[config.mk]
export PLATFORM = sky130hd
export DESIGN_NAME = fetch_unit
export DESIGN_NICKNAME = d
export VERILOG_FILES = /design/src/rtl/fetch_unit_pkg.sv /design/src/rtl/fetch_skid_buf.sv /design/src/rtl/fetch_unit.sv
export SDC_FILE = /design/constraint.sdc
export NUM_CORES = 1
export LEC_CHECK = 0
export ABC_AREA = 1
export CAP_MARGIN = 10
export CORE_MARGIN = 2
export CORE_UTILIZATION = 41
export DETAILED_ROUTE_END_ITERATION = 6
export PLACE_DENSITY = 0.72
export SYNTH_ARGS = -nofsm -noshare
export SYNTH_HDL_FRONTEND = slang
export SYNTH_SLANG_ARGS = --single-unit
[constraint.sdc]
create_clock -name clk -period 1.75 [get_ports clk]
set_input_delay 0.35 -clock clk [delete_from_list [all_inputs] [get_ports clk]]
set_output_delay 0.35 -clock clk [all_outputs]
set_load 0.05 [all_outputs]
[src/rtl/fetch_unit_pkg.sv]
// Shared widths, reset PC and FSM encoding for the instruction-fetch stage.
package fetch_unit_pkg;

    localparam int unsigned DEF_PC_WIDTH   = 32;
    localparam int unsigned DEF_INSN_WIDTH = 32;
    localparam logic [31:0] DEF_RESET_PC   = 32'h0000_0000;

    typedef enum logic [1:0] {
        FETCH_ST_IDLE  = 2'd0,
        FETCH_ST_REQ   = 2'd1,
        FETCH_ST_HOLD  = 2'd2,
        FETCH_ST_DRAIN = 2'd3
    } fetch_st_e;

endpackage

[src/rtl/fetch_skid_buf.sv]
// One-entry {PC, IR} buffer that catches a fetched instruction while ID is stalled.
module fetch_skid_buf
    import fetch_unit_pkg::*;
#(
    parameter int unsigned PC_WIDTH   = DEF_PC_WIDTH,
    parameter int unsigned INSN_WIDTH = DEF_INSN_WIDTH
) (
    input  logic                  clk_i,
    input  logic                  rst_ni,
    input  logic                  load_i,
    input  logic                  clear_i,
    input  logic [PC_WIDTH-1:0]   pc_i,
    input  logic [INSN_WIDTH-1:0] ir_i,
    output logic                  full_o,
    output logic [PC_WIDTH-1:0]   pc_o,
    output logic [INSN_WIDTH-1:0] ir_o
);

    logic                  full_q;
    logic [PC_WIDTH-1:0]   pc_q;
    logic [INSN_WIDTH-1:0] ir_q;

    always_ff @(posedge clk_i) begin
        if (!rst_ni) begin
            full_q <= 1'b0;
            pc_q   <= '0;
            ir_q   <= '0;
        end else if (clear_i) begin
            full_q <= 1'b0;
        end else if (load_i) begin
            full_q <= 1'b1;
            pc_q   <= pc_i;
            ir_q   <= ir_i;
        end
    end

    assign full_o = full_q;
    assign pc_o   = pc_q;
    assign ir_o   = ir_q;

endmodule

[src/rtl/fetch_unit.sv]
// Instruction-fetch stage: PC register, imem req/ack handshake, skid buffer and IF/ID register.
module fetch_unit
    import fetch_unit_pkg::*;
#(
    parameter int unsigned         PC_WIDTH   = DEF_PC_WIDTH,
    parameter int unsigned         INSN_WIDTH = DEF_INSN_WIDTH,
    parameter logic [PC_WIDTH-1:0] RESET_PC   = PC_WIDTH'(DEF_RESET_PC)
) (
    input  logic                  clk,
    input  logic                  rst_n,
    input  logic [PC_WIDTH-1:0]   NPC,
    input  logic                  redirect,
    input  logic                  stall,
    input  logic                  imem_ack,
    input  logic [INSN_WIDTH-1:0] imem_rdata,
    output logic                  imem_req,
    output logic [PC_WIDTH-1:0]   imem_addr,
    output logic [PC_WIDTH-1:0]   PC,
    output logic [PC_WIDTH-1:0]   PC_D,
    output logic [INSN_WIDTH-1:0] IR_D,
    output logic                  valid_D
);

    fetch_st_e             state_q;
    logic [PC_WIDTH-1:0]   pc_q;
    logic [PC_WIDTH-1:0]   addr_q;
    logic                  req_q;
    logic [PC_WIDTH-1:0]   if_id_pc_q;
    logic [INSN_WIDTH-1:0] if_id_ir_q;
    logic                  if_id_valid_q;

    logic [PC_WIDTH-1:0]   pc_d;
    logic                  skid_load;
    logic                  skid_clear;
    logic                  skid_full;
    logic [PC_WIDTH-1:0]   skid_pc;
    logic [INSN_WIDTH-1:0] skid_ir;

    // Next PC is always loaded word-aligned.
    assign pc_d       = NPC & ~PC_WIDTH'(3);
    assign skid_load  = (state_q == FETCH_ST_REQ) && imem_ack && stall && !redirect;
    assign skid_clear = (state_q == FETCH_ST_HOLD) && (redirect || !stall);

    fetch_skid_buf #(
        .PC_WIDTH   (PC_WIDTH),
        .INSN_WIDTH (INSN_WIDTH)
    ) u_skid (
        .clk_i   (clk),
        .rst_ni  (rst_n),
        .load_i  (skid_load),
        .clear_i (skid_clear),
        .pc_i    (pc_q),
        .ir_i    (imem_rdata),
        .full_o  (skid_full),
        .pc_o    (skid_pc),
        .ir_o    (skid_ir)
    );

    always_ff @(posedge clk) begin
        if (!rst_n) begin
            state_q       <= FETCH_ST_IDLE;
            pc_q          <= RESET_PC;
            addr_q        <= RESET_PC;
            req_q         <= 1'b0;
            if_id_pc_q    <= '0;
            if_id_ir_q    <= '0;
            if_id_valid_q <= 1'b0;
        end else begin
            case (state_q)
                FETCH_ST_IDLE: begin
                    state_q <= FETCH_ST_REQ;
                    req_q   <= 1'b1;
                    addr_q  <= pc_q;
                end
                FETCH_ST_REQ: begin
                    if (redirect) begin
                        pc_q          <= pc_d;
                        if_id_valid_q <= 1'b0;
                        if (imem_ack) begin
                            addr_q <= pc_d;
                        end else begin
                            // Request already issued at the old address; let it finish.
                            state_q <= FETCH_ST_DRAIN;
                        end
                    end else if (imem_ack) begin
                        pc_q   <= pc_d;
                        addr_q <= pc_d;
                        if (stall) begin
                            state_q <= FETCH_ST_HOLD;
                            req_q   <= 1'b0;
                        end else begin
                            if_id_pc_q    <= pc_q;
                            if_id_ir_q    <= imem_rdata;
                            if_id_valid_q <= 1'b1;
                        end
                    end else if (!stall) begin
                        if_id_valid_q <= 1'b0;
                    end
                end
                FETCH_ST_HOLD: begin
                    if (redirect) begin
                        pc_q          <= pc_d;
                        addr_q        <= pc_d;
                        if_id_valid_q <= 1'b0;
                        state_q       <= FETCH_ST_REQ;
                        req_q         <= 1'b1;
                    end else if (!stall) begin
                        if_id_pc_q    <= skid_pc;
                        if_id_ir_q    <= skid_ir;
                        if_id_valid_q <= skid_full;
                        state_q       <= FETCH_ST_REQ;
                        req_q         <= 1'b1;
                    end
                end
                FETCH_ST_DRAIN: begin
                    if (redirect) begin
                        pc_q <= pc_d;
                    end
                    if (imem_ack) begin
                        state_q <= FETCH_ST_REQ;
                        addr_q  <= redirect ? pc_d : pc_q;
                    end
                end
                default: begin
                    state_q <= FETCH_ST_IDLE;
                    req_q   <= 1'b0;
                end
            endcase
        end
    end

    assign imem_req  = req_q;
    assign imem_addr = addr_q;
    assign PC        = pc_q;
    assign PC_D      = if_id_pc_q;
    assign IR_D      = if_id_ir_q;
    assign valid_D   = if_id_valid_q;

endmodule

Yosys cells after proc, flatten, opt, wreduce, memory -nomap -nowiden

Cells that the tools add are included.
Widths: inputs -> output; s select.

Shift-type cells: 0
Multiply operators: 0
Add/sub/neg operators: 0
Reductions and logical operators: 20
Div/mod/pow operators: 0
$lt $le $gt $ge: 0
Bitwise gates (word level): 2
Equality and inequality tests: 16
Muxes and demuxes: 39

Operator list:

| operator           | count |
|---|---|
| $mux 32            | 15 |
| $pmux 32 s2        | 3 |
| $pmux 32 s4        | 1 |
| $ne 2x2->1 const B | 8 |
| $ne 3x3->1 const B | 5 |
| $mux 2             | 7 |
| $mux 1             | 10 |
| $reduce_and 5->1   | 2 |
| $pmux 2 s4         | 1 |
| $reduce_and 3->1   | 2 |
| $reduce_and 6->1   | 1 |
| $eq 2x2->1 const B | 2 |
| $logic_and 1x1->1  | 4 |
| $reduce_and 2->1   | 2 |
| $reduce_bool 2->1  | 2 |
| $reduce_or 2->1    | 2 |
| $pmux 1 s3         | 1 |
| $reduce_bool 3->1  | 1 |
| $eq 2x1->1 const B | 1 |
| $logic_not 1->1    | 2 |
| $logic_not 2->1    | 1 |
| $not 1->1          | 2 |
| $pmux 1 s2         | 1 |
| $logic_or 1x1->1   | 1 |

Flip-flop bits (word level): 197
Bits in writable memories: 0
Logic and storage cells: 87
ROM bits: 0
Output and inout bits: 130
Input port bits: 69
Bits in latches: 0
Memories: 0

Longest topological paths before layout

Gate-level depths: netlist (run 1).

Depth in word-level cells: 5
Mapped depth: 11
Mapped depth without buffers: 9

Hierarchy

Synthesis (run 1) repeated with hierarchy kept, for this count alone.

Cells, all modules: 1567
Area, all modules: 9992.1 um^2

By module, submodules not included:

| module         | cells each | instances | area each (um^2) | sequential area each (um^2) |
|---|---|---|---|---|
| fetch_unit     | 1151       | 1         | 7223.2           | 2642.5 |
| fetch_skid_buf | 416        | 1         | 2768.9           | 1301.2 |

Worst setup path after synthesis (run 1)

OpenSTA, ideal clock, no wires.

Kind: flip-flop to flip-flop
Start: reg state_q[0]
End: reg if_id_ir_q[10] (netlist: IR_D[10])
Clock period less this slack: 1.672 ns
Arrival: 1.556 ns
Data required time: 1.633 ns
Path buffers: 3
Cell stages (with the launch flop): 12
Library setup time: 0.117 ns
Setup slack: 0.078 ns
Cell sequence: dfxtp_1 inv_1 ha_1 buf_2 inv_2 o21ai_1 nor2_1 buf_2 buf_2 nand3_1 nand2_1 nor2_1

Longest elaborated chain between the ends: 3
Elaborated cells on any way between the ends: 10
Classes of those cells: eq/ne: 7; mux: 1; reduce/logical: 2

Ends and longest elaborated chain:

| what                                                                    | RTL line          | RTL |
|---|---|---|
| start: declaration                                                      | fetch_unit.sv:24  | `fetch_st_e state_q;` |
| start signal: assignment                                                | fetch_unit.sv:61  | `state_q <= FETCH_ST_IDLE;` |
| start signal: assignment                                                | fetch_unit.sv:71  | `state_q <= FETCH_ST_REQ;` |
| start signal: assignment                                                | fetch_unit.sv:83  | `state_q <= FETCH_ST_DRAIN;` |
| $eq 2x2->1 / $eq 2x1->1 (equally long branches)                         | fetch_unit.sv:69  | `case (state_q)` |
| $ne 2x2->1 (no source line) / $reduce_bool 2->1 (equally long branches) | --                |  |
| $reduce_and 6->1 (no source line)                                       | --                |  |
| end signal: assignment                                                  | fetch_unit.sv:93  | `if_id_ir_q <= imem_rdata;` |
| end signal: assignment                                                  | fetch_unit.sv:109 | `if_id_ir_q <= skid_ir;` |
| end: declaration                                                        | fetch_unit.sv:29  | `logic [INSN_WIDTH-1:0] if_id_ir_q;` |

Parallel ways exist; a longest one is shown, timed or not.
A chain may end at the register's enable or synchronous reset.

Worst setup path after layout (run 1)

Start: reg state_q[0]
End: reg u_skid.ir_q[26] (netlist: u_skid.ir_o[26])

Longest elaborated chain between the ends: 5
Elaborated cells on any way between the ends: 8
Classes of those cells: eq/ne: 2; bitwise: 1; reduce/logical: 5

Ends and longest elaborated chain:

| what                                  | RTL line             | RTL |
|---|---|---|
| $eq 2x1->1                            | fetch_unit.sv:41     | `assign skid_load = (state_q == FETCH_ST_REQ) && imem_ack && stall && !redirect;` |
| $logic_and 1x1->1 (3 in a row)        | fetch_unit.sv:41     |  |
| $reduce_and 2->1 (no source line) (*) | --                   |  |
| end signal: assignment                | fetch_skid_buf.sv:33 | `ir_q <= ir_i;` |
| end: declaration                      | fetch_skid_buf.sv:21 | `logic [INSN_WIDTH-1:0] ir_q;` |

Every way passes the cells marked *; elsewhere a longest branch is shown, timed or not.

==> impl_results.rst, run 1 <==
.. list-table::
   :header-rows: 1

   * - Metric
     - Value
   * - Worst slew margin relative to its limit
     - between 70% and 80%
   * - Maximum clock rate
     - approximately 590 MHz
   * - Die area
     - approximately 24000 µm²
   * - Worst setup endpoint
     - u_skid.ir_o[26]
   * - R2R Setup Slk
     - between 60 and 70 ps
   * - Setup slack at placement
     - -203.9 ps
   * - Actual transition at the worst max-transition pin
     - ~400 ps
   * - TritonCTS Sinks
     - just under 200
   * - Number of flops mapped to enable cells by yosys
     - 0
   * - Startpoint type of the worst setup path
     - register
   * - Endpoint required time on the critical path
     - about 2100 ps
   * - Share of synthesized flip-flops with an asynchronous set or reset
     - 0%
   * - Global route total overflow
     - 0
   * - CTS tree
     - built
   * - Clock root buffer
     - sky130_fd_sc_hd__clkbuf_16
   * - Core region area
     - approximately 23000 µm²
   * - Antenna cell count
     - 0
   * - Endpoint class of the critical path
     - register
   * - Multi-input gate area in the final layout
     - approximately 4800 µm²
   * - Clock insertion delay at the later pin of the skew report
     - roughly 440 ps
   * - Overall die width
     - 155.8 µm
   * - Worst setup path category
     - reg2reg
   * - Summed instance area of the synthesized netlist
     - 9442 µm²
   * - Number of hold violations in the final report
     - 0
   * - Filler-free cell count of the finished design
     - roughly 1900
   * - Number of rows in the core area
     - 55
   * - Fin Clk Skew
     - 10.45 ps
   * - Fraction of post-synthesis cell area in the top cell type by area
     - a little over two fifths
   * - H-tree lvl count
     - 4
   * - Distinct cells, synth
     - 18
   * - RSZ-0062 raised after global routing
     - yes
   * - Flip-flop and latch count after synthesis
     - 197
   * - Worst setup path startpoint
     - state_q[0]
   * - Setup-violating endpoint count in the final report
     - 0
   * - Fraction of layout instances using a drive strength above 1
     - between 10% and 20%
   * - Routability congestion estimate from global placement
     - roughly 0.84
   * - Most frequent cells after synthesis
     - sky130_fd_sc_hd__nand2_1, sky130_fd_sc_hd__a21oi_1, sky130_fd_sc_hd__dfxtp_1, sky130_fd_sc_hd__nor2_1, sky130_fd_sc_hd__o21ai_0
   * - NumNets Final
     - between 1500 and 2000
   * - Depth of the most critical reg-to-reg path
     - 9
   * - Static Leak
     - roughly 5.6 nW
   * - Power density of the placed cells
     - 1459 nW/µm²
   * - Post-DR vias/cell
     - roughly 5.2
   * - Final routed wirelength across all metal layers
     - 28840 µm
   * - Detailed router's first-iteration violation count
     - around 870
   * - Area growth syn-to-layout
     - 32.76%
   * - Cell count after placement
     - between 1500 and 2000
   * - Layout Utilization
     - between 50 and 60%
   * - Minimum clock period
     - 1682 ps
   * - Pre-Repair DR Iteration Count
     - 6
   * - Effective utilization at floorplan
     - about two fifths
   * - Maximum number of pins on one net before global-route repair
     - 68
   * - All-layer global routing usage
     - a little under a quarter
   * - Worst flop-to-flop path startpoint
     - state_q[0]
   * - Via count of the routed design
     - 9854
   * - Cell type of the slowest stage on the worst timing path
     - sky130_fd_sc_hd__dfxtp_4
   * - Post-route ant nets
     - 0
   * - Sequential area share after synthesis
     - 41.77%
   * - Post-Synthesis Cells
     - between 1000 and 1500
   * - Area taken by flip-flops and latches
     - 3949 µm²
   * - Synth warn
     - 0
   * - Cell-by-cell trace of the critical path
     - buf_4 > ha_4 > nand2_2 > nor3_4 > buf_12 > inv_1 > buf_12 > nor2_1 > nor2_1
   * - # port buffers
     - between 150 and 200
   * - Antenna violations before repair
     - 0
   * - Number of CTS-inserted buffers
     - 17
   * - Number of nets in the synthesized netlist
     - between 1500 and 2000
   * - Endpoint of the worst register-to-register path
     - u_skid.ir_o[26]
   * - Area leader, netlist
     - sky130_fd_sc_hd__dfxtp_1
   * - Period utilisation layout
     - between 90 and 100%
   * - Worst path arrival time
     - just over 2000 ps
   * - CTS max path bufs
     - 2
   * - Most frequently used cell type in the post-synthesis netlist
     - sky130_fd_sc_hd__nand2_1
   * - Cts-stage hold buffer count
     - 0
   * - Detailed-route DRC error count
     - 0
   * - Number of filler cells placed in the layout
     - a little over 2000
   * - Final Max Slew Viols
     - 0
   * - Max VDD drop
     - 0.0008775 V
   * - Peak fanout along the critical path
     - 38
   * - Crit path setup slack, layout
     - roughly 70 ps
   * - # IOs
     - between 150 and 200
   * - Clock-pin slew of the registers on the worst-case setup and hold paths
     - about 80 ps
   * - Class of the most critical hold timing path
     - in2reg
   * - Status
     - completed
   * - Largest stage delay on the critical path
     - between 300 and 400 ps
   * - Setup total negative slack
     - 0 ps
   * - Via count of the first global-routing pass
     - a little under 9000
   * - Post-route worst hold slack
     - approximately 410 ps
   * - Max-cap violations
     - 0
   * - Cell types with the largest area share after synthesis
     - sky130_fd_sc_hd__dfxtp_1, sky130_fd_sc_hd__nand2_1, sky130_fd_sc_hd__a21oi_1
   * - Avg Synthesized Cell Area
     - 6.584 µm²
   * - Wire length of the first global-routing pass
     - approximately 45000 µm
   * - Flip-flop cell with the highest count after synthesis
     - sky130_fd_sc_hd__dfxtp_1
   * - Drt wl/cell
     - between 15 and 20 µm
   * - Die outline height
     - roughly 160 µm
   * - DPL Wire Length
     - 18290 µm
routing by layer:
metal	vias up	global-route usage [%]	share of wire (%)
met5	-	0	0
met4	0	5.854	1.4
met3	24	4.528	7.4
met2	378	36.22	45
met1	4476	31.60	46
li1	4976	-	-
flip-flops by register name, indices dropped and copies added, names as in the netlist:
signal and count:
u_skid.ir_o 32, valid_D 1, u_skid.pc_o 32, IR_D 32, state_q 2, imem_addr 32
u_skid.full_o 1, imem_req 1, PC 32, PC_D 32
worst max-delay path: cells and delay by family, from the launching register on:
kind | cells | cell delay, ps
and+or+nand+nor | 4 | 460
DFF | 1 | 390
adders and majority gates | 1 | 190
buffers and inverters | 4 | 520
power breakdown:
group	leakage [nW]	total, W	internal, W	switching, W
Clock	0.297	0.00399	0.00195	0.00204
Sequential	1.61	0.00586	0.00525	0.000604
Combinational	3.65	0.00845	0.00278	0.00567
Total	5.56	0.0183	0.00998	0.00831
through the flow:
step,instance area (µm²),power [W]
5_1_grt,12530,0.01932
3_3_place_gp,11560,0.01388
2_1_floorplan,9442,0.01126
3_5_place_dp,11560,0.01398
6_report,12530,0.01829
4_1_cts,12300,0.01813
cell type report:
type,instances,area share [%]
Clock inverter,15,1.487
Tap cell,285,2.845
Sequential cell,197,31.50
Multi-Input combinational cell,1046,38.40
Inverter,75,2.276
Clock buffer,17,3.394
Timing Repair Buffer,260,20.09
repair_timing:
item | in CTS | in global routing
gates resized for setup | 7 | 32
gates cloned | 2 | 2
setup endpoints to repair | 127 | 166
pin swaps | 2 | 6
buffers inserted | 3 | 10
cells in the final DEF (no fill, tap or decap), drive strengths merged:
master / netlist / routed
a21boi: 38 / 38
clkinvlp: 0 / 1
a21oi: 239 / 239
nor3: 1 / 1
o21ai: 125 / 125
nand3: 72 / 72
o211ai: 1 / 1
dfxtp: 197 / 197
ha: 7 / 7
nor2: 190 / 190
clkbuf: 56 / 19
buf: 60 / 194
nand2: 373 / 373
clkdlybuf4s50: 0 / 64
clkinv: 0 / 8
inv: 75 / 81
cell families (layout without fill, tap and decap cells):
kind of cell / Yosys count / after routing / share of synthesized area (%)
flops: 197 / 197 / 41.77
compound gates: 403 / 403 / 22.40
simple gates: 636 / 636 / 26.44
buf+inv: 191 / 367 / 8.468
fa+ha+maj: 7 / 7 / 0.9276
how the worst min path moves through the flow:
stage | endpoint | cells past startpoint | from | slack (ps)
after global routing | PC_D[20] | 4 | rst_n | 420
after global placement | IR_D[17] | 2 | IR_D[17] | 460
final | PC_D[16] | 4 | rst_n | 410
after detailed placement | IR_D[17] | 2 | IR_D[17] | 470
after floorplan | u_skid.ir_o[27] | 2 | u_skid.ir_o[27] | 460
after CTS | PC_D[20] | 4 | rst_n | 410
No activity file was read; power rests on OpenSTA's default activity.
==> run 2: changes to the inputs <==
--- a/config.mk
+++ b/config.mk
@@ -10,7 +10,8 @@
 export CORE_MARGIN = 2
 export CORE_UTILIZATION = 41
 export DETAILED_ROUTE_END_ITERATION = 6
-export PLACE_DENSITY = 0.72
+export PLACE_DENSITY = 0.77
 export SYNTH_ARGS = -nofsm -noshare
 export SYNTH_HDL_FRONTEND = slang
+export SYNTH_HIERARCHICAL = 1
 export SYNTH_SLANG_ARGS = --single-unit
==> constraint.sdc (replaced) <==
create_clock -name clk -period 1.7 [get_ports clk]
set_input_delay 0.34 -clock clk [delete_from_list [all_inputs] [get_ports clk]]
set_output_delay 0.34 -clock clk [all_outputs]
set_load 0.05 [all_outputs]
==> impl_results.rst, run 2 <==
.. list-table::
   :header-rows: 1

   * - Metric
     - Value
   * - Post-Synthesis Cells
     - 1567 (+9.3%)
   * - Status
     - completed
   * - Share of synthesized flip-flops with an asynchronous set or reset
     - 0% (unchanged)
   * - Period utilisation layout
     - 98.22% (+2.1 points)
   * - R2R Setup Slk
     - 30 ps (-40 ps)
   * - Power density of the placed cells
     - 1268 nW/µm² (-13%)
   * - Worst setup path startpoint
     - state_q[1]
   * - Actual transition at the worst max-transition pin
     - 432.3 ps (+41.35 ps)
   * - GR Util met3
     - 3.558% (-0.97 points)
   * - Sequential area share after synthesis
     - 39.47% (-2.3 points)
   * - Worst flop-to-flop path startpoint
     - state_q[1]
   * - Max-cap violations
     - 0 (unchanged)
   * - Number of filler cells placed in the layout
     - 2337 (+12%)
   * - Highest-count cells in the layout ignoring fill and taps
     - sky130_fd_sc_hd__nand2_1, sky130_fd_sc_hd__nor2_1, sky130_fd_sc_hd__dfxtp_1, sky130_fd_sc_hd__buf_4, sky130_fd_sc_hd__inv_1
   * - Cell area after placement
     - 12140 µm² (+5.0%)
   * - Largest stage delay on the critical path
     - 380 ps (about the same)
   * - Synth warn
     - 6 (+6)
   * - Setup-violating endpoint count in the final report
     - 0 (unchanged)
   * - Cell-by-cell trace of the critical path
     - buf_6 > ha_4 > nand2_2 > nand3b_1 > nor2_4 > clkbuf_16 > clkbuf_16 > nand2_2 > nand2_1 > nor2_1
   * - Peak fanout along the critical path
     - 7 (-82%)
   * - Max VDD drop
     - 0.0007405 V (-16%)
   * - Minimum clock period
     - 1670 ps (-11.78 ps)
   * - Startpoint type of the worst setup path
     - register
   * - Final routed wirelength across all metal layers
     - 29830 µm (+3.4%)
   * - Number of nets in the synthesized netlist
     - 1643 (+8.8%)
   * - CTS max path bufs
     - 2 (unchanged)
   * - CTS tree
     - built
   * - Via count of the routed design
     - 10150 (+3.0%)
   * - Crit path setup slack, layout
     - 30.18 ps (-38.22 ps)
   * - Post-route ant nets
     - 0 (unchanged)
   * - Routability congestion estimate from global placement
     - 0.8552 (+1.9%)
   * - Die area
     - 25640 µm² (+5.7%)
   * - Antenna cell count
     - 0 (unchanged)
   * - Number of rows in the core area
     - 57 (+3.6%)
   * - Filler-free cell count of the finished design
     - 2079 (+9.7%)
   * - Endpoint class of the critical path
     - register
   * - Fraction of layout instances using a drive strength above 1
     - 15.33% (-0.70 points)
   * - Cell count after placement
     - 2027 (+9.7%)
   * - Global routing's busiest layer
     - met2
   * - Core region area
     - 24110 µm² (+6.5%)
   * - Number of CTS-inserted buffers
     - 17 (unchanged)
   * - Fraction of post-synthesis cell area in the top cell type by area
     - 39.47% (-2.3 points)
   * - Global route total overflow
     - 0 (unchanged)
   * - Summed instance area of the synthesized netlist
     - 9992 µm² (+5.8%)
   * - Depth of the most critical reg-to-reg path
     - 10 (+1)
   * - DPL Wire Length
     - 18920 µm (+3.4%)
   * - Worst setup path category
     - reg2reg
   * - Clock root buffer
     - sky130_fd_sc_hd__clkbuf_16
   * - Worst setup endpoint
     - IR_D[14]
   * - Worst slew margin relative to its limit
     - 71.18% (-2.8 points)
   * - Maximum clock rate
     - 598.9 MHz (+0.71%)
   * - # IOs
     - 199 (unchanged)
   * - Cell type of the slowest stage on the worst timing path
     - sky130_fd_sc_hd__dfxtp_4
   * - Most frequent cells after synthesis
     - sky130_fd_sc_hd__nand2_1, sky130_fd_sc_hd__nor2_1, sky130_fd_sc_hd__dfxtp_1, sky130_fd_sc_hd__inv_1, sky130_fd_sc_hd__a21oi_1
   * - Final Max Slew Viols
     - 0 (unchanged)
   * - Distinct cells, synth
     - 24 (+6)
   * - Most frequently used cell type in the post-synthesis netlist
     - sky130_fd_sc_hd__nand2_1
   * - Setup total negative slack
     - 0 ps (unchanged)
   * - # port buffers
     - 196 (unchanged)
   * - Number of flops mapped to enable cells by yosys
     - 0 (unchanged)
   * - Cell types with the largest area share after synthesis
     - sky130_fd_sc_hd__dfxtp_1, sky130_fd_sc_hd__nand2_1, sky130_fd_sc_hd__nor2_1
   * - Met2 track demand over resource in global routing
     - 36.36% (+0.14 points)
   * - Avg Synthesized Cell Area
     - 6.377 µm² (-3.2%)
   * - TritonCTS Sinks
     - 197 (unchanged)
   * - Area taken by flip-flops and latches
     - 3951 µm² (about the same)
   * - Drt wl/cell
     - 14.35 µm (-5.7%)
   * - H-tree lvl count
     - 4 (unchanged)
   * - Area growth syn-to-layout
     - 32.31%
   * - Post-DR vias/cell
     - 4.884 (-6.1%)
   * - Area leader, netlist
     - sky130_fd_sc_hd__dfxtp_1
   * - Clock insertion delay at the later pin of the skew report
     - 430 ps (about the same)
   * - Maximum number of pins on one net before global-route repair
     - 57 (-16%)
   * - Cts-stage hold buffer count
     - 0 (unchanged)
   * - Fin area
     - 13220 µm² (+5.5%)
   * - NumNets Final
     - 1818 (+8.7%)
   * - Multi-input gate area in the final layout
     - 4989 µm² (+3.6%)
   * - Die outline height
     - 160.1 µm (+2.8%)
   * - Flip-flop and latch count after synthesis
     - 197 (unchanged)
   * - Pre-Repair DR Iteration Count
     - 5 (-1)
   * - Flip-flop cell with the highest count after synthesis
     - sky130_fd_sc_hd__dfxtp_1
   * - Clock-pin slew of the registers on the worst-case setup and hold paths
     - 70 ps (about the same)
   * - Most frequent standard cell in the layout excluding fill and tap cells
     - sky130_fd_sc_hd__nand2_1
   * - Worst path arrival time
     - 1990 ps (-30 ps)
   * - Wire length of the first global-routing pass
     - 46580 µm (+4.3%)
   * - Number of hold violations in the final report
     - 0 (unchanged)
   * - Via count of the first global-routing pass
     - 9274 (+6.6%)
   * - Endpoint of the worst register-to-register path
     - IR_D[14]
   * - All-layer global routing usage
     - 22.03% (-0.71 points)
   * - Overall die width
     - 160.1 µm (+2.8%)
   * - Setup slack at placement
     - -268.8 ps (-64.92 ps)
   * - Total design power
     - 0.01677 W (-8.3%)
   * - Met1 capacity usage during global routing
     - 29.91% (-1.7 points)
   * - Effective utilization at floorplan
     - 41.45% (-0.25 points)
   * - Class of the most critical hold timing path
     - in2reg
   * - Detailed router's first-iteration violation count
     - 755 (-14%)
   * - RSZ-0062 raised after global routing
     - yes
   * - Fin Clk Skew
     - 11.07 ps (+0.6209 ps)
   * - Antenna violations before repair
     - 0 (unchanged)
   * - Detailed-route DRC error count
     - 0 (unchanged)
   * - Static Leak
     - 6.082 nW (+9.3%)
   * - Endpoint required time on the critical path
     - 2020 ps (-70 ps)
==> run 2: final cells by class <==
type | instances | share of cell area (%)
clock buffers | 22 | 3.511
multi-input cells | 1106 | 37.73
clock inverters | 10 | 1.098
inverters | 159 | 4.552
repair buffers | 261 | 20.15
flip-flops and latches | 197 | 29.89
well taps | 324 | 3.066
==> run 2: metrics by stage <==
step	util, %	hold WS, ps
floorplan	-	454.0
global placement	50.36	461.2
detailed placement	50.36	468.9
CTS	53.26	271.2
global route	54.84	282.3
finish	54.84	280.6
==> run 2: worst max-delay path: cells and delay by family (launching register included) <==
family | cells | cell delay (ps)
adder cells (fa/ha/maj) | 1 | 180
flip-flops | 1 | 380
AND/OR/NAND/NOR | 6 | 500
buffers and inverters | 3 | 500
==> run 2: logic make-up after synthesis <==
group	synth area share (%)
mux	3.606
buf+inv	11.77
flops	39.47
compound gates	9.805
simple gates	34.47
fa+ha+maj	0.8765
==> run 2: report_power, final <==
part,switching (W),leakage [nW],internal [W]
clock,0.00185,0.291,0.00241
combinational,0.00442,4.18,0.00236
sequential,0.000507,1.61,0.00522
==> run 2: worst min-delay path by stage <==
| stage | from | endpoint | slack [ps] | depth (start not counted) |
|---|---|---|---|---|
| global route | rst_n | u_skid/pc_o[25] | 280 | 3 |
| floorplan | u_skid/pc_o[0] | u_skid/pc_o[0] | 450 | 2 |
| global placement | u_skid/pc_o[19] | u_skid/pc_o[19] | 460 | 2 |
| finish | rst_n | PC_D[30] | 280 | 3 |
| CTS | rst_n | PC_D[30] | 270 | 3 |
| detailed placement | imem_addr[1] | imem_addr[1] | 470 | 2 |
==> run 2: per-layer routing <==
metal	share of wire [%]	vias up	routed length [µm]
li1	-	5190	-
met1	45	4567	13380
met2	47	371	14120
met3	6.6	25	1972
met4	1.2	0	355
met5	0	-	0
==> run 2: timing repair <==
action	CTS	global route
cloned	1	12
setup endpoints to repair	97	99
setup buffers	1	6
pin swaps	1	7
resized for setup	7	33
